===== config.mk =====
export PLATFORM = sky130hd
export DESIGN_NAME = keypad_scanner_flat
export DESIGN_NICKNAME = d
export VERILOG_FILES = /design/src/rtl/keypad_pkg.sv /design/src/rtl/keypad_scanner_if.sv /design/src/rtl/keypad_scanner_accum.sv /design/src/rtl/keypad_scanner.sv /design/src/flat_wrapper.sv
export SDC_FILE = /design/constraint.sdc
export NUM_CORES = 1
export LEC_CHECK = 0
export ABC_AREA = 0
export CORE_ASPECT_RATIO = 1.5
export CORE_MARGIN = 3
export CORE_UTILIZATION = 58
export CTS_BUF_LIST = sky130_fd_sc_hd__clkbuf_2
export CTS_CLUSTER_DIAMETER = 120
export DETAILED_ROUTE_END_ITERATION = 10
export PLACE_DENSITY_LB_ADDON = 0.1
export SETUP_SLACK_MARGIN = 0.5
export SLEW_MARGIN = 20
export SYNTH_ARGS = -nofsm -noshare
export SYNTH_HDL_FRONTEND = slang
export SYNTH_HIERARCHICAL = 1
export SYNTH_SLANG_ARGS = --single-unit

===== constraint.sdc =====
create_clock -name Clk -period 3.2 [get_ports Clk]
set_input_delay 0.48 -clock Clk [delete_from_list [all_inputs] [get_ports Clk]]
set_output_delay 0.48 -clock Clk [all_outputs]
set_load 0.02 [all_outputs]

===== src/rtl/keypad_pkg.sv =====
// Shared definitions for the keypad scanner: FSM state encoding, special key codes,
// and the row/column to key-code map.
package keypad_pkg;

    typedef enum logic [1:0] {
        SCAN        = 2'd0,
        DEB_PRESS   = 2'd1,
        HELD        = 2'd2,
        DEB_RELEASE = 2'd3
    } state_t;

    localparam logic [3:0] KEY_CLEAR = 4'hE;
    localparam logic [3:0] KEY_ENTER = 4'hF;

    function automatic logic [3:0] keymap(input logic [1:0] row, input logic [1:0] col);
        logic [3:0] code;
        code = 4'h0;
        case ({row, col})
            4'h0:    code = 4'h1;
            4'h1:    code = 4'h2;
            4'h2:    code = 4'h3;
            4'h3:    code = 4'hA;
            4'h4:    code = 4'h4;
            4'h5:    code = 4'h5;
            4'h6:    code = 4'h6;
            4'h7:    code = 4'hB;
            4'h8:    code = 4'h7;
            4'h9:    code = 4'h8;
            4'hA:    code = 4'h9;
            4'hB:    code = 4'hC;
            4'hC:    code = 4'hE;
            4'hD:    code = 4'h0;
            4'hE:    code = 4'hF;
            default: code = 4'hD;
        endcase
        return code;
    endfunction

    // Lowest-indexed active-low row wins when several rows are pulled down.
    function automatic logic [1:0] low_row(input logic [3:0] rows);
        logic [1:0] r;
        r = 2'd3;
        if (!rows[2]) r = 2'd2;
        if (!rows[1]) r = 2'd1;
        if (!rows[0]) r = 2'd0;
        return r;
    endfunction

endpackage


===== src/rtl/keypad_scanner_if.sv =====
// Keypad-side and number-path signals of the scanner, plus the FSM state for observation.
interface keypad_scanner_if;
    import keypad_pkg::*;

    logic [3:0] Filas;
    logic [3:0] Columnas;
    logic [3:0] Tecla;
    logic       TeclaValida;
    logic [7:0] Numero;
    logic       NumeroListo;
    state_t     scan_state;

    // TeclaValida and NumeroListo are single-cycle strobes with no back-pressure:
    // the consumer must take Tecla / Numero in the cycle the strobe is high.
    modport master (
        input  Filas,
        output Columnas, Tecla, TeclaValida, Numero, NumeroListo, scan_state
    );

    modport slave (
        output Filas,
        input  Columnas, Tecla, TeclaValida, Numero, NumeroListo, scan_state
    );
endinterface


===== src/rtl/keypad_scanner_accum.sv =====
// Decimal entry accumulator: folds accepted key codes into an 8-bit saturating value.
module decimal_accumulator
    import keypad_pkg::*;
(
    input  logic       Clk,
    input  logic       Rst,
    input  logic [3:0] key,
    input  logic       valid,
    output logic [7:0] Numero,
    output logic       NumeroListo
);

    logic        fresh;
    logic [11:0] prod;

    assign prod = 12'(Numero) * 12'd10 + 12'(key);

    always_ff @(posedge Clk) begin
        if (Rst) begin
            Numero      <= 8'd0;
            NumeroListo <= 1'b0;
            fresh       <= 1'b0;
        end else begin
            NumeroListo <= 1'b0;
            if (valid) begin
                if (key <= 4'd9) begin
                    // After ENTER the next digit starts a new number instead of appending.
                    if (fresh) begin
                        Numero <= {4'b0000, key};
                        fresh  <= 1'b0;
                    end else begin
                        Numero <= (prod > 12'd255) ? 8'hFF : prod[7:0];
                    end
                end else if (key == KEY_CLEAR) begin
                    Numero <= 8'd0;
                    fresh  <= 1'b0;
                end else if (key == KEY_ENTER) begin
                    NumeroListo <= 1'b1;
                    fresh       <= 1'b1;
                end
            end
        end
    end

endmodule


===== src/rtl/keypad_scanner.sv =====
// 4x4 matrix keypad scanner with debounce and decimal accumulation.
// Define KEYPAD_AUTOREPEAT_EN to re-pulse TeclaValida while a key stays held.
module keypad_scanner
    import keypad_pkg::*;
#(
    parameter int SCAN_TICKS     = 100_000,
    parameter int DEBOUNCE_TICKS = 500_000,
    parameter int REPEAT_DELAY   = 50_000_000,
    parameter int REPEAT_PERIOD  = 10_000_000
) (
    input  logic Clk,
    input  logic Rst,
    keypad_scanner_if.master kp
);

    localparam int SCAN_W   = (SCAN_TICKS > 1) ? $clog2(SCAN_TICKS) : 1;
    localparam int MAX_A    = (DEBOUNCE_TICKS > REPEAT_DELAY) ? DEBOUNCE_TICKS : REPEAT_DELAY;
    localparam int MAX_T    = (MAX_A > REPEAT_PERIOD) ? MAX_A : REPEAT_PERIOD;
    localparam int CNT_W    = (MAX_T > 1) ? $clog2(MAX_T) : 1;

    localparam logic [SCAN_W-1:0] SCAN_LAST = SCAN_W'(SCAN_TICKS - 1);
    localparam logic [CNT_W-1:0]  DEB_LAST  = CNT_W'(DEBOUNCE_TICKS - 1);

    state_t              state, state_n;
    logic [3:0]          fs_meta, fs;
    logic [SCAN_W-1:0]   scan_cnt, scan_cnt_n;
    // Debounce counter; while HELD it doubles as the auto-repeat timer.
    logic [CNT_W-1:0]    cnt, cnt_n;
    logic [1:0]          col, col_n;
    logic [3:0]          lat, lat_n;
    logic [3:0]          tecla, tecla_n;
    logic                valid, valid_n;
`ifdef KEYPAD_AUTOREPEAT_EN
    logic                rep_first, rep_first_n;
`endif

    always_ff @(posedge Clk) begin
        if (Rst) begin
            fs_meta <= 4'hF;
            fs      <= 4'hF;
        end else begin
            fs_meta <= kp.Filas;
            fs      <= fs_meta;
        end
    end

    always_ff @(posedge Clk) begin
        if (Rst) begin
            state     <= SCAN;
            scan_cnt  <= '0;
            cnt       <= '0;
            col       <= 2'd0;
            lat       <= 4'hF;
            tecla     <= 4'h0;
            valid     <= 1'b0;
`ifdef KEYPAD_AUTOREPEAT_EN
            rep_first <= 1'b1;
`endif
        end else begin
            state     <= state_n;
            scan_cnt  <= scan_cnt_n;
            cnt       <= cnt_n;
            col       <= col_n;
            lat       <= lat_n;
            tecla     <= tecla_n;
            valid     <= valid_n;
`ifdef KEYPAD_AUTOREPEAT_EN
            rep_first <= rep_first_n;
`endif
        end
    end

    always_comb begin
        state_n     = state;
        scan_cnt_n  = scan_cnt;
        cnt_n       = cnt;
        col_n       = col;
        lat_n       = lat;
        tecla_n     = tecla;
        valid_n     = 1'b0;
`ifdef KEYPAD_AUTOREPEAT_EN
        rep_first_n = rep_first;
`endif
        case (state)
            SCAN: begin
                if (scan_cnt == SCAN_LAST) begin
                    scan_cnt_n = '0;
                    if (fs != 4'hF) begin
                        state_n = DEB_PRESS;
                        lat_n   = fs;
                        cnt_n   = '0;
                    end else begin
                        col_n = col + 2'd1;
                    end
                end else begin
                    scan_cnt_n = scan_cnt + SCAN_W'(1);
                end
            end
            DEB_PRESS: begin
                if (fs != lat) begin
                    state_n    = SCAN;
                    col_n      = col + 2'd1;
                    scan_cnt_n = '0;
                end else if (cnt == DEB_LAST) begin
                    state_n     = HELD;
                    tecla_n     = keymap(low_row(lat), col);
                    valid_n     = 1'b1;
                    cnt_n       = '0;
`ifdef KEYPAD_AUTOREPEAT_EN
                    rep_first_n = 1'b1;
`endif
                end else begin
                    cnt_n = cnt + CNT_W'(1);
                end
            end
            HELD: begin
                if (fs == 4'hF) begin
                    state_n = DEB_RELEASE;
                    cnt_n   = '0;
                end
`ifdef KEYPAD_AUTOREPEAT_EN
                else if (cnt == (rep_first ? CNT_W'(REPEAT_DELAY - 1)
                                           : CNT_W'(REPEAT_PERIOD - 1))) begin
                    valid_n     = 1'b1;
                    cnt_n       = '0;
                    rep_first_n = 1'b0;
                end else begin
                    cnt_n = cnt + CNT_W'(1);
                end
`endif
            end
            default: begin
                if (fs != 4'hF) begin
                    state_n     = HELD;
                    cnt_n       = '0;
`ifdef KEYPAD_AUTOREPEAT_EN
                    rep_first_n = 1'b1;
`endif
                end else if (cnt == DEB_LAST) begin
                    state_n    = SCAN;
                    col_n      = col + 2'd1;
                    scan_cnt_n = '0;
                end else begin
                    cnt_n = cnt + CNT_W'(1);
                end
            end
        endcase
    end

    assign kp.Columnas    = ~(4'b0001 << col);
    assign kp.Tecla       = tecla;
    assign kp.TeclaValida = valid;
    assign kp.scan_state  = state;

    decimal_accumulator u_accum (
        .Clk         (Clk),
        .Rst         (Rst),
        .key         (tecla),
        .valid       (valid),
        .Numero      (kp.Numero),
        .NumeroListo (kp.NumeroListo)
    );

endmodule


===== src/flat_wrapper.sv =====
// flat-port wrapper written by rule: the top's interface ports become plain ports
module keypad_scanner_flat import keypad_pkg::*;
#(
    parameter int SCAN_TICKS     = 100_000,
    parameter int DEBOUNCE_TICKS = 500_000,
    parameter int REPEAT_DELAY   = 50_000_000,
    parameter int REPEAT_PERIOD  = 10_000_000
)
  (Clk, Rst, kp_Filas, kp_Columnas, kp_Tecla, kp_TeclaValida, kp_Numero, kp_NumeroListo, kp_scan_state);
  keypad_scanner_if kp_i ();
  input  logic Clk;
  input  logic Rst;
  input wire logic [$bits(kp_i.Filas)-1:0] kp_Filas;
  output wire logic [$bits(kp_i.Columnas)-1:0] kp_Columnas;
  output wire logic [$bits(kp_i.Tecla)-1:0] kp_Tecla;
  output wire logic [$bits(kp_i.TeclaValida)-1:0] kp_TeclaValida;
  output wire logic [$bits(kp_i.Numero)-1:0] kp_Numero;
  output wire logic [$bits(kp_i.NumeroListo)-1:0] kp_NumeroListo;
  output wire logic [$bits(kp_i.scan_state)-1:0] kp_scan_state;
  assign kp_i.Filas = kp_Filas;
  assign kp_Columnas = kp_i.Columnas;
  assign kp_Tecla = kp_i.Tecla;
  assign kp_TeclaValida = kp_i.TeclaValida;
  assign kp_Numero = kp_i.Numero;
  assign kp_NumeroListo = kp_i.NumeroListo;
  assign kp_scan_state = kp_i.scan_state;
  keypad_scanner #(.SCAN_TICKS(SCAN_TICKS), .DEBOUNCE_TICKS(DEBOUNCE_TICKS), .REPEAT_DELAY(REPEAT_DELAY), .REPEAT_PERIOD(REPEAT_PERIOD)) u_core (.Clk(Clk), .Rst(Rst), .kp(kp_i));
endmodule

; Word level (Yosys, flattened, before mapping)
; Memories as Yosys holds them, arrays and structs flattened. A register that Yosys moved wholly into a read port is not among the register bits.
; Cells that the tools add are included.
[classes]
reduce_logical = 15
magnitude_cmp = 2
n_mul = 1
n_bitwise = 5
n_addsub = 4
shift = 1
n_eq_ne = 19
mux = 42
[op_table]
columns = cell, n
row1 = 26-bit 2-to-1 mux, 7
row2 = 26-bit case mux with 3 select lines, 1
row3 = 17-bit 2-to-1 mux, 4
row4 = 17-bit case mux with 3 select lines, 1
row5 = 2-bit 2-to-1 mux, 17
row6 = 8-bit 2-to-1 mux, 4
row7 = "26-bit by 1-bit adder with 26-bit output, second input constant", 1
row8 = "26-bit by 19-bit equality test with 1-bit output, second input constant", 1
row9 = "17-bit by 1-bit adder with 17-bit output, second input constant", 1
row10 = "17-bit equality test, second input constant", 1
row11 = 12-bit by 4-bit adder with 12-bit output, 1
row12 = "4-bit equality test, second input constant", 3
row13 = "12-bit by 8-bit greater-than comparator with 1-bit output, second input constant", 1
row14 = 2-bit case mux with 3 select lines, 2
row15 = "8-bit by 3-bit multiplier with 11-bit output, second input constant", 1
row16 = 5-bit AND reduction, 2
row17 = "2-bit by 1-bit inequality test with 1-bit output, second input constant", 4
row18 = 1-bit 2-to-1 mux, 6
row19 = "2-bit inequality test, second input constant", 3
row20 = 3-bit AND reduction, 2
row21 = 6-bit AND reduction, 1
row22 = 3-bit nonzero test, 2
row23 = "4-bit less-or-equal comparator, second input constant", 1
row24 = "4-bit by 3-bit inequality test with 1-bit output, second input constant", 1
row25 = 17 further kinds, 21
[word_totals]
word_cells = 101
output_inout_bits = 20
reg_bits = 70
in_bits = 6
n_memories = 1
romBits = 64
[memory_table]
columns = memory, words, width, read_ports, rd_ports_with_merged_regs, wr, line
row1 = (no name shown), 16, 4, 1, 1, 0, keypad_pkg.sv:18  ; case ({row, col})

; Depth between registers and ports, before layout
[depth]
ltp_word = 6
ltp_mapped = 10
depth_no_buf = 9

; Modules after synthesis
; Netlist, hierarchy kept.
[by_module_without_submodules]
columns = module, n_inst, seq_area_each_um2, cells_per_inst, area_per_inst_um2
row1 = keypad_scanner, 1, 1281.2, 441, 3651.0
row2 = decimal_accumulator, 1, 200.2, 104, 907.1

; Worst setup path after synthesis
; OpenSTA, ideal clock, no wires.
[synth_path]
kind = reg2reg
startpoint = register u_core.u_accum.Numero[1]
endpoint = register u_core.u_accum.Numero[1]
t_required_ns = 3.122
arrival_ns = 2.514
stages_incl_launch_ff = 10
setup_ns = 0.078
slack_ns = 0.608
period_less_slack_ns = 2.592
path_buffers = 0
path_cell_list = dfxtp_1 ha_1 ha_1 fa_1 xor2_1 nand3_2 nor4_4 mux2i_1 nor2b_2 a32oi_1
[synth_between]
elab_chain_cells = 6
[synth_lines]
columns = element, line
row1 = from (decl), keypad_scanner_accum.sv:9  ; output logic [7:0] Numero,
row2 = from (signal assigned), keypad_scanner_accum.sv:29  ; Numero <= {4'b0000, key};
row3 = from (signal assigned), keypad_scanner_accum.sv:32  ; Numero <= (prod > 12'd255) ? 8'hFF : prod[7:0];
row4 = 8-bit by 3-bit multiplier with 11-bit output, keypad_scanner_accum.sv:16  ; assign prod = 12'(Numero) * 12'd10 + 12'(key);
row5 = 12-bit by 4-bit adder with 12-bit output, keypad_scanner_accum.sv:16
row6 = 12-bit by 8-bit greater-than comparator with 1-bit output, keypad_scanner_accum.sv:32
row7 = 8-bit 2-to-1 mux, keypad_scanner_accum.sv:32
row8 = 8-bit 2-to-1 mux, keypad_scanner_accum.sv:28  ; if (fresh) begin
row9 = 8-bit 2-to-1 mux, keypad_scanner_accum.sv:26  ; if (key <= 4'd9) begin
; Every way passes these cells.
; A chain may end at the register's enable or synchronous reset.

; Final worst setup path
[layout_path]
startpoint = register u_core.state[0], in the netlist u_core/kp.scan_state[0]
endpoint = register u_core.cnt[23]
[layout_between]
elab_chain_cells = 3
elab_cells_between_ends = 10
classes_between = eq/ne: 7 / mux: 1 / reduce/logical: 2
[layout_lines]
columns = element, line
row1 = from (decl), keypad_scanner.sv:24  ; state_t state, state_n;
row2 = from (signal assigned), keypad_scanner.sv:60  ; state <= state_n;
row3 = "2-bit by 1-bit equality test with 1-bit output, or another cell as far along", keypad_scanner.sv:84  ; case (state)
row4 = "4-bit by 3-bit inequality test with 1-bit output (no source line), or another cell as far along", -
row5 = 5-bit AND reduction (no source line), -
row6 = to (signal assigned), keypad_scanner.sv:62  ; cnt <= cnt_n;
row7 = to (decl), keypad_scanner.sv:28  ; logic [CNT_W-1:0] cnt, cnt_n;
; Several ways; a longest one is shown, not always the timed one.

==> run metrics <==
status=finished, final reports clean; Post-synth EDFFs=0; Crit. Startpoint=u_core/kp.scan_state[0]; clock root buffer=clkbuf_2; Antenna Cells=0; CP max FO=32; Post-synth top flop=dfxtp_1; Mapped Nets=580; GP Congestion=0.896; number of global-route vias before repair=3982; Clock transition at path regs=0.20 ns; layout cell share with drive strength beyond 1=8.95%; WL/cell=16.5 um; DRT antenna net count=0; initial DRC count=191; Finished Layout Cells=672; final period utilization=80.8%; Final #Nets=600; DP Worst Slack=0.526 ns; total CTS buffers=9; WS Path Type=flop to flop; r2r setup slk=0.62 ns; TritonCTS clock tree=yes; Worst Hold Class=flop to flop; register area share after synthesis=32.5%; reg2reg start=u_core/kp.scan_state[0]; Setup crit end=u_core/cnt[23]; initial core utilization=59.9%; worst r2r path cells=8; latest clock arrival within the worst-skew pair=0.52 ns; peak supply drop=215 uV; setup total negative slack=0 ns; fin worst setup slack=0.615 ns; Slew Viols, Final=0; I/O pins=26; Inst Count DP=655; CTS sink count=74; hpwl dp=8050 um; crit path time final=2.58 ns; Die H=115 um; f_max=387 MHz; largest net degree at the start of global routing=33; worst path arrival time=3.06 ns; r2r endpoint=u_core/cnt[23]; synth top area cells=dfxtp_1 33%, ha_1 7.4%, a21oi_1 4.5%, o21ai_0 4.2%, nand2_1 3.5%; Netlist Area Pre-Place=0.00456 sq mm; clk_skew=0.0270 ns; asr flop ratio synth=0%; Pwr Density=296 mW/mm^2; # setup viols final=0; DRC Markers=0; vias per std cell=6.35; CTS Buffer Depth=2; Port Buffers=25; P&R area growth vs syn=9.94%; Worst slew margin=40.8%; H-tree lvl count=3; # rows=39; core area=0.00761 sq mm; WL final=11100 um; Worst Setup End Kind=flop; CP Launch Type=flop; Die Area=0.00898 sq mm; first-pass GRT wire length=18400 um; Leak=1.92 nW; area share of the largest cell type after synthesis=32.5%; die width=78.4 um; max cap viols=0; final hold violations=0; GRT overflow=0; leading area contributor after synthesis=dfxtp_1; Yosys cell types=67; hold_buf cts=0; Synth warnings=6; initial antenna violation count=0; Worst Max-Slew Pin Slew=0.888 ns; RSZ-0062 raised after global routing=true; cells after synthesis=545; filler instances=677; mean post-synth cell area=8.36 sq um; drt pass-1 iters=5; via count=4269; Critical Path RT=3.67 ns; GR Util All Layers=25.3%; synthesized flop and latch total=74
==> kinds of logic after synthesis <==
group	Yosys count	share of synthesized area (%)
compound gates	154	21.9
fa+ha+maj	29	8.29
simple gates	221	28.2
buf+inv	41	3.76
xor+xnor	15	2.88
flops	74	32.5
mux	11	2.44
==> critical path, stage by stage (launching register included) <==
cell	delay (ns)
dfxtp_1	0.45
inv_1	0.12
ha_1	0.28
inv_1	0.15
a41o_1	0.22
nand3_1	0.14
a21o_2	0.41
or4_1	0.58
a21oi_1	0.17
==> placed cells by master (no fill, tap or decap), types with 6 or more instances in the layout <==
cell,instances
a21oi_1,41
a22oi_1,10
a32oi_1,6
and2_1,8
and3_1,11
and4_1,7
buf_4,8
clkbuf_2,12
clkdlybuf4s50_1,25
dfxtp_1,72
ha_1,27
inv_1,16
mux2i_1,9
nand2_1,43
nand3_1,29
nand4_1,12
nor2_1,34
nor2b_1,11
nor3_1,10
o211ai_1,11
o21ai_0,38
o31ai_1,16
o41ai_1,8
or2_2,9
or4_1,12
xor2_1,9
==> worst min path at each step <==
stage	start	endpoint	cells after the start
after floorplan	u_core/fs_meta[0]	u_core/fs[0]	1
after global placement	u_core/fs_meta[0]	u_core/fs[0]	1
after detailed placement	u_core/fs_meta[1]	u_core/fs[1]	1
after CTS	u_core/fs_meta[3]	u_core/fs[3]	1
after global routing	u_core/fs_meta[0]	u_core/fs[0]	1
final	u_core/fs_meta[3]	u_core/fs[3]	1
==> routing by layer <==
metal / up-vias / GRT usage, % / share of wire (%)
li1: 2080 / - / -
met1: 2047 / 28.2 / 41
met2: 119 / 46.6 / 53
met3: 23 / 4.17 / 3.5
met4: 0 / 11.3 / 2.4
met5: - / 0 / 0
==> where the power goes <==
part	switching [mW]	total (mW)	internal [mW]
registers	0.00694	0.938	0.931
logic	0.0308	0.0505	0.0197
clock network	0.312	0.496	0.184
total	0.349	1.48	1.13
==> Yosys cell counts, types with 11 or more instances <==
library cell and count:
o31ai_1 16, o211ai_1 11, clkbuf_1 17, ha_1 27, nand4_1 12, nand3_1 29, or4_1 12, nand2_1 43
dfxtp_1 74, a21oi_1 41, nor2b_1 11, nor2_1 34, and3_1 11, inv_1 16, o21ai_0 38
==> stage by stage <==
stage / total power [mW] / utilization, % / hold slack, ns / instance area, sq um
2_1_floorplan: 0.986 / - / 0.389 / 4560
3_3_place_gp: 1.01 / 64.1 / 0.398 / 4880
3_5_place_dp: 1.01 / 64.1 / 0.403 / 4880
4_1_cts: 1.50 / 65.5 / 0.432 / 4980
5_1_grt: 1.54 / 65.8 / 0.430 / 5010
6_report: 1.48 / 65.8 / 0.420 / 5010
==> registers in the layout (all words and copies together) (netlist names) <==
| register | count |
|---|---|
| u_core/cnt | 26 |
| u_core/scan_cnt | 17 |
| u_core/u_accum/Numero | 8 |
| u_core/fs | 4 |
| u_core/fs_meta | 4 |
| u_core/kp.Tecla | 4 |
| u_core/lat | 4 |
| u_core/col | 2 |
| u_core/kp.scan_state | 2 |
| u_core/kp.TeclaValida | 1 |
| u_core/u_accum/NumeroListo | 1 |
| u_core/u_accum/fresh | 1 |
==> cell type report <==
type                    instances  area [sq um]  share of cell area, %
inverters                      17          63.8                   1.27
well taps                     102           128                   2.55
clock buffers                  12          60.1                   1.20
flip-flops and latches         74          1480                   29.6
clock inverters                 4          42.5                  0.849
multi-input cells             430          2920                   58.3
repair buffers                 33           310                   6.19
==> what timing repair did <==
| action | 4_1_cts | 5_1_grt |
|---|---|---|
| gates resized for setup | 0 | 6 |
| setup endpoints to repair | 0 | 20 |
| setup buffers | 0 | 1 |
No activity file was read; power rests on OpenSTA's default activity.
